--- config.mk ---
export PLATFORM = sky130hd
export DESIGN_NAME = ztex_host_port
export DESIGN_NICKNAME = d
export VERILOG_FILES = /design/src/rtl/ztex_host_port.sv
export SDC_FILE = /design/constraint.sdc
export NUM_CORES = 2
export LEC_CHECK = 0
export CORE_AREA = 5 5 539 595
export DETAILED_ROUTE_END_ITERATION = 8
export DIE_AREA = 0 0 544 600
export DONT_BUFFER_PORTS = 1
export GPL_ROUTABILITY_DRIVEN = 0
export GPL_TIMING_DRIVEN = 0
export PLACE_DENSITY = 0.44
export SETUP_SLACK_MARGIN = 0.2
export SLEW_MARGIN = 20
export SYNTH_ARGS = -nofsm -noshare
export SYNTH_HDL_FRONTEND = slang
export SYNTH_SLANG_ARGS = --single-unit
--- constraint.sdc ---
create_clock -name clk -period 9.7 [get_ports clk]
set_clock_uncertainty 0.1 [all_clocks]
set_input_delay 2.425 -clock clk [delete_from_list [all_inputs] [get_ports clk]]
set_output_delay 2.425 -clock clk [all_outputs]
set_load 0.005 [all_outputs]
--- src/rtl/ztex_host_port.sv ---
// Host-side byte port for ZTEX miner tops: assembles work records from the read bus,
// queues golden nonces from N hashcores and serialises status records on the write bus.
module ztex_host_port #(
  parameter int IN_BYTES   = 80,
  parameter int N_CORES    = 1,
  parameter int FIFO_DEPTH = 16
) (
  input  logic                    clk,
  input  logic                    reset_n,
  input  logic                    rd_clk,
  input  logic                    wr_clk,
  input  logic                    wr_start,
  input  logic [7:0]              read,
  output logic [7:0]              write,
  output logic [8*IN_BYTES-1:0]   work_data,
  output logic                    work_load,
  input  logic [31:0]             cur_nonce,
  input  logic [32*N_CORES-1:0]   nonce_in,
  input  logic [N_CORES-1:0]      nonce_valid,
  output logic [N_CORES-1:0]      nonce_ack
);

  localparam int WW = 8 * IN_BYTES;
  localparam int AW = $clog2(FIFO_DEPTH);
  localparam int CW = (N_CORES > 1) ? $clog2(N_CORES) : 1;
  localparam int BW = (IN_BYTES > 1) ? $clog2(IN_BYTES) : 1;

  logic [3:0]      rd_s;
  logic [3:0]      wr_s;
  logic [2:0]      ws_s;
  logic [7:0]      read_r;
  logic            rd_ev;
  logic            wr_ev;
  logic            ws;
  logic            snap;

  logic [WW-1:0]   shreg;
  logic [BW-1:0]   byte_cnt;
  logic [15:0]     work_count;

  logic [31:0]     mem [FIFO_DEPTH];
  logic [AW:0]     wptr;
  logic [AW:0]     rptr;
  logic [AW:0]     level;
  logic [AW:0]     level_after;
  logic            full;
  logic            empty;
  logic            push;
  logic            pop;
  logic [31:0]     head;
  logic [31:0]     status;

  logic [CW-1:0]   rr_ptr;
  logic [CW-1:0]   grant;
  logic [CW-1:0]   grant_next;
  logic [CW-1:0]   idx;
  logic            grant_vld;
  logic [N_CORES-1:0] elig;
  logic [31:0]     nonce_sel;

  logic [95:0]     outbuf;
  logic [4:0]      wr_delay;

  // s[3] is the newest sample; an event needs the new level stable for three cycles
  assign rd_ev = (rd_s[3] == rd_s[2]) && (rd_s[2] == rd_s[1]) && (rd_s[1] != rd_s[0]);
  assign wr_ev = (wr_s[3] == wr_s[2]) && (wr_s[2] == wr_s[1]) && (wr_s[1] != wr_s[0]);
  assign ws    = ws_s[1];
  assign snap  = ws_s[1] & ~ws_s[2];

  assign level       = wptr - rptr;
  assign full        = (level == (AW+1)'(FIFO_DEPTH));
  assign empty       = (level == '0);
  assign pop         = snap && !empty;
  assign push        = grant_vld && !full;
  assign level_after = level - (AW+1)'(pop);
  assign head        = mem[rptr[AW-1:0]];
  assign status      = {work_count, 7'd0, ~empty, 8'(level_after)};

  // A core whose ack is in flight has not yet dropped valid, so it is masked
  assign elig       = nonce_valid & ~nonce_ack;
  assign nonce_sel  = nonce_in[32*grant +: 32];
  assign grant_next = (int'(grant) == N_CORES - 1) ? '0 : grant + CW'(1);

  always_comb begin
    grant_vld = 1'b0;
    grant     = '0;
    idx       = '0;
    for (int j = 0; j < N_CORES; j++) begin
      idx = CW'((int'(rr_ptr) + j) % N_CORES);
      if (!grant_vld && elig[idx]) begin
        grant_vld = 1'b1;
        grant     = idx;
      end
    end
  end

  always_ff @(posedge clk or negedge reset_n) begin
    if (!reset_n) begin
      rd_s       <= '0;
      wr_s       <= '0;
      ws_s       <= '0;
      read_r     <= '0;
      byte_cnt   <= '0;
      work_data  <= '0;
      work_load  <= 1'b0;
      work_count <= '0;
      wptr       <= '0;
      rptr       <= '0;
      rr_ptr     <= '0;
      nonce_ack  <= '0;
      wr_delay   <= '0;
      outbuf     <= '0;
      write      <= '0;
    end else begin
      rd_s   <= {rd_clk, rd_s[3:1]};
      wr_s   <= {wr_clk, wr_s[3:1]};
      ws_s   <= {ws_s[1:0], wr_start};
      read_r <= read;

      // A snapshot resynchronises framing: any partial record is dropped
      work_load <= 1'b0;
      if (snap) begin
        byte_cnt <= '0;
      end else if (rd_ev) begin
        if (byte_cnt == BW'(IN_BYTES - 1)) begin
          byte_cnt  <= '0;
          work_data <= {read_r, shreg[WW-1:8]};
          work_load <= 1'b1;
        end else begin
          byte_cnt <= byte_cnt + BW'(1);
        end
      end
      if (work_load) work_count <= work_count + 16'd1;

      if (push) wptr <= wptr + (AW+1)'(1);
      if (pop)  rptr <= rptr + (AW+1)'(1);
      nonce_ack <= '0;
      if (push) begin
        nonce_ack[grant] <= 1'b1;
        rr_ptr           <= grant_next;
      end

      // Readout strobes are honoured only once wr_start has been low for a while
      wr_delay <= ws ? 5'd0 : {wr_delay[3:0], 1'b1};
      if (snap)
        outbuf <= {status, cur_nonce, empty ? 32'd0 : head};
      else if (wr_ev && wr_delay[4])
        outbuf <= {8'd0, outbuf[95:8]};
      write <= outbuf[7:0];
    end
  end

  always_ff @(posedge clk) begin
    if (rd_ev) shreg <= {read_r, shreg[WW-1:8]};
    if (push)  mem[wptr[AW-1:0]] <= nonce_sel;
  end

endmodule

==> After elaboration in Yosys (flattened, before gate mapping) <==
Memories as Yosys holds them, arrays and structs flattened.
Cells that the tools add are included.
{ "word_totals": {"reg_bits": 1443, "mem_bits_rw": 512, "input_bits": 78, "output_inout_bits": 650, "elab_cells": 62, "mem_count": 1} }
{ "mem_list": {"columns": ["name", "depth", "word_bits", "rd", "rd_ports_with_merged_regs", "wr", "line_no", "text"], "rows": [
  ["mem", 16, 32, 1, 0, 1, "41", "logic [31:0] mem [FIFO_DEPTH];"]
]} }
{ "classes": {"add_sub_neg": 6, "eq_ne": 8, "muxes": 13, "n_bitwise": 6, "n_reduce_logical": 13} }
{ "op_table": {"columns": ["cell", "n"], "rows": [
  ["2-to-1 mux 96 bit", 2],
  ["2-to-1 mux 32 bit", 1],
  ["2-to-1 mux 7 bit", 3],
  ["adder 16 x 1 -> 16 bit (second input constant)", 1],
  ["adder 5 x 1 -> 5 bit (second input constant)", 2],
  ["adder 7 x 1 -> 7 bit (second input constant)", 1],
  ["equality test 7 bit (second input constant)", 1],
  ["logical AND 1 bit", 7],
  ["2-to-1 mux 1 bit", 6],
  ["equality test 5 bit (second input constant)", 1],
  ["zero test 5 bit", 1],
  ["2-to-1 mux 5 bit", 1],
  ["subtractor 5 x 1 -> 5 bit", 1],
  ["subtractor 5 bit", 1],
  ["equality test 1 bit", 4],
  ["NOT 1 bit", 4],
  ["nonzero test 2 bit", 2],
  ["AND reduction 3 bit", 1],
  ["bitwise AND 1 bit", 2],
  ["zero test 1 bit", 2],
  ["inequality test 1 bit", 2]
]} }

==> Depth between registers and ports, before layout <==
{ "depth": {"ltp_word": 6, "depth_mapped": 15, "ltp_nobuf": 14} }

==> Least setup slack after synthesis <==
Ideal clock, no wire load.
{ "synth_timing": {"kind": "reg-to-reg", "start": "reg rd_s[3]", "end": "reg work_data[100]", "setup_time_ns": 0.125, "arrival_time_ns": 9.338, "required_time_ns": 9.475, "path_slack_ns": 0.136, "path_stages_with_launch": 9, "n_path_buf": 3, "period_less_slack_ns": 9.564, "cell_sequence": "dfrtp_1 -> nor4b_4 -> nor2_2 -> inv_2 -> and3_4 -> buf_12 -> buf_12 -> buf_12 -> mux2_4"} }
{ "synth_via": {"elab_chain_len": 4} }
{ "synth_rtl": {"columns": ["element", "line_no", "text"], "rows": [
  ["start: declaration", "28", "logic [3:0] rd_s;"],
  ["start signal: assignment", "115", "rd_s <= {rd_clk, rd_s[3:1]};"],
  ["equality test 1 bit", "65", "assign rd_ev = (rd_s[3] == rd_s[2]) && (rd_s[2] == rd_s[1]) && (rd_s[1] != rd_s[0]);"],
  ["logical AND 1 bit (2 in a row)", "65", null],
  ["net rd_ev", "32", "logic rd_ev;"],
  ["AND reduction 3 bit (no source line)", null, null],
  ["end signal: assignment", "127", "work_data <= {read_r, shreg[WW-1:8]};"],
  ["end: declaration", "15", "output logic [8*IN_BYTES-1:0] work_data,"]
]} }
The timed path passes the listed nets, and every way through them passes these cells.
A chain may end at the register's enable or synchronous reset.

==> Final worst setup path <==
{ "layout_timing": {"start": "reg rptr[1]", "end": "mem mem[2][5] (enable)"} }
{ "layout_via": {"elab_chain_len": 6} }
{ "layout_rtl": {"columns": ["element", "line_no", "text"], "rows": [
  ["start: declaration", "43", "logic [AW:0] rptr;"],
  ["start signal: assignment", "136", "if (pop) rptr <= rptr + (AW+1)'(1);"],
  ["subtractor 5 bit", "70", "assign level = wptr - rptr;"],
  ["equality test 5 bit", "71", "assign full = (level == (AW+1)'(FIFO_DEPTH));"],
  ["zero test 1 bit", "74", "assign push = grant_vld && !full;"],
  ["logical AND 1 bit", "74", null],
  ["2-to-1 mux 1 bit", "155", "if (push) mem[wptr[AW-1:0]] <= nonce_sel;"],
  ["2-to-1 mux 1 bit (not written as such)", "155", null],
  ["end: declaration", "41", null]
]} }
Every way passes these cells.

==> impl_metrics.json <==
{
  "pin_count": 728,
  "netlist_instances": 3516,
  "cp_data_required_time_ns": 10.15,
  "rows": 216,
  "grt_usage": 0.115,
  "status": "finished clean",
  "rsz0062_at_grt": "no",
  "max_freq_mhz": 178,
  "hp-start": "ws_s[0]",
  "viasPerCell": 3.96,
  "worstHoldPathCells": 0,
  "synth_nets": 3608,
  "port_buffers": 0,
  "floorplan.initialDensity": 0.229,
  "max-vdd-ir-drop_v": 0.000167,
  "grt_pass1_wl_um": 272000,
  "setup_tns_ns": 0,
  "hold_end": "ws_s[1]",
  "nets": 3901,
  "drv_slew": 0,
  "first_pass_iters": 5,
  "core_area_um2": 314000,
  "ys.flop_type": "edfxtp_1",
  "drt_iter0_drc": 1965,
  "drc": 0,
  "regToRegEndpoint": "mem[2][5]",
  "met3_usage": 0.0553,
  "cts.path.max_buffers": 4,
  "leakage_nw": 32.3,
  "critPathCaptureType": "flip-flop",
  "clk-insertion-delay-late_ns": 0.88,
  "worstPathArrival_ns": 6.06,
  "finalSetupViolCount": 0,
  "maxCapViolations": 0,
  "worstSetupPathType": "reg -> reg",
  "hold_violations": 0,
  "clk_pin_slew_ns": 0.06,
  "die_y_um": 600,
  "cts_inserted_buffers": 214,
  "routed_wl_um": 195000,
  "layout-drive-gt1-share": 0.327,
  "hold_buffers": 0,
  "ys_seq_area_frac": 0.758,
  "crit_fanout": 10,
  "cellPowerDensity_nw_per_um2": 235,
  "synthArstFlopShare": 0.412,
  "postRouteAntennaNets": 0,
  "layout_commonest_cell": "edfxtp_1",
  "synth_cell_types": 55,
  "overflow": 0,
  "ys_ff_latch": 1947,
  "dieArea_um2": 326000,
  "grt-busiest-layer": "met2",
  "clock-sinks": 1947,
  "wl_per_cell_um": 24.0,
  "area_delta_synth_final_pct": 18.5,
  "syn_area_per_cell_um2": 20.4,
  "grt_max_degree": 147,
  "cts_resized": 0,
  "rr_worst_depth": 15,
  "synth_edf_count": 1144,
  "grt_pass1_vias": 34300,
  "use_met2": 0.189,
  "worst_pin_slew_ns": 1.05,
  "syn_area_um2": 71800,
  "start_kind": "flip-flop",
  "tritoncts": "done",
  "min_path_type": "reg -> reg",
  "p_total_mw": 20.0,
  "hpwl_um": 138000,
  "dieWidth_um": 544,
  "fin_crit_sh": 0.579,
  "r2r_slack_ns": 4.09,
  "post-cts-setup-buffer-count": 0,
  "met1_usage": 0.132,
  "reg2reg_from": "rptr[1]",
  "final_cell_mix": "edfxtp_1 (1144), dfrtp_1 (803), mux2_4 (500)",
  "period_needed_ns": 5.61,
  "max_slew_margin": 0.303,
  "ys_warn_count": 0,
  "antenna_found_initial": 3,
  "cts-htree-levels": 4,
  "via_count": 32200,
  "root_buffer": "clkbuf_16"
}
-- per-stage QoR --
step	cells	hold slack, ns	cell area, um2	setup WS, ns	utilization
after detailed placement	7735	0.236	78000	3.86	0.249
after CTS	8135	0.253	85100	3.79	0.272
after global placement	7658	0.244	77000	-1.28	0.246
after global routing	8136	0.272	85100	3.76	0.272
after floorplan	3516	0.231	71800	3.19	-
final	8138	0.251	85100	4.09	0.272
-- state kept, by name, summed over array words and instances, names as in the netlist --
register and count:
shreg 632, read_r 8, work_data 640, work_count 16
outbuf 96, work_load 1, nonce_ack 1, write 8
wptr 5, wr_s 4, rptr 5, ws_s 3
byte_cnt 7, mem 512, wr_delay 5, rd_s 4
-- Yosys cell counts (all sizes together) (6+ instances only) --
| cell type | n | area share |
|---|---|---|
| edfxtp | 1144 | 0.48 |
| dfrtp | 803 | 0.28 |
| mux2 | 647 | 0.13 |
| nand2 | 241 | 0.013 |
| mux4 | 128 | 0.040 |
| buf | 116 | 0.021 |
| mux2i | 84 | 0.012 |
| a21oi | 69 | 0.0048 |
| o21ai | 49 | 0.0034 |
| clkbuf | 40 | 0.0021 |
| o22ai | 33 | 0.0029 |
| nor2 | 27 | 0.0015 |
| nand3 | 20 | 0.0014 |
| xnor2 | 20 | 0.0025 |
| ha | 13 | 0.0023 |
| inv | 12 | 0.00063 |
| xor2 | 11 | 0.0013 |
| nor3 | 9 | 0.00077 |
| nor2b | 6 | 0.00052 |
| nor4 | 6 | 0.00052 |
-- where the power goes --
group / switching, mW / internal [mW] / leakage (nW)
sequential: 0.217 / 9.15 / 20.7
combinational: 1.45 / 0.963 / 8.17
clock: 3.42 / 4.81 / 3.49
-- cell families (layout without fill, tap and decap cells) --
family / Yosys count / in the layout / synth area share
buf+inv: 168 / 645 / 0.0233
flops: 1947 / 1947 / 0.758
other cells: 0 / 3 / 0
simple gates: 336 / 336 / 0.0206
fa+ha+maj: 14 / 14 / 0.00254
mux: 859 / 859 / 0.179
xor+xnor: 31 / 31 / 0.00388
compound gates: 161 / 161 / 0.0123
-- cell type report --
type                    count  area (um2)
inverters                  12        61.3
flip-flops and latches   1947       54400
clock buffers             311        6060
well taps                4142        5180
clock inverters            89        1060
diodes                      3        7.51
fillers                 31500      228000
multi-input cells        1401       15800
plain buffers             156        1630
repair buffers             77         870
-- how the worst max path moves through the flow --
stage,start,endpoint,slack (ns),cells after the start
3_3_place_gp,rptr[1],mem[1][0],-1.28,9
2_1_floorplan,rd_s[3],work_data[100],3.19,8
5_1_grt,rptr[1],mem[2][1],3.76,15
6_report,rptr[1],mem[2][5],4.09,15
4_1_cts,rptr[1],mem[2][5],3.79,15
3_5_place_dp,rptr[1],mem[2][1],3.86,15
-- critical path, stage by stage (launching register included) --
cell and delay (ns):
dfrtp_1 0.58, buf_2 0.37, buf_1 0.66, inv_1 0.22
fa_1 0.54, xnor2_2 0.22, nand4_1 0.15, a211oi_2 0.11
buf_4 0.21, nor4_2 0.64, buf_2 0.34, buf_2 0.25
buf_2 0.26, buf_2 0.20, buf_2 0.20, buf_2 0.19
-- layer usage --
metal,share of wire,vias to the layer above
met5,0,-
met4,0.030,0
met3,0.11,274
met2,0.47,1026
met1,0.38,17000
li1,-,13900
Note: power is estimated with default switching activity, not from simulation.
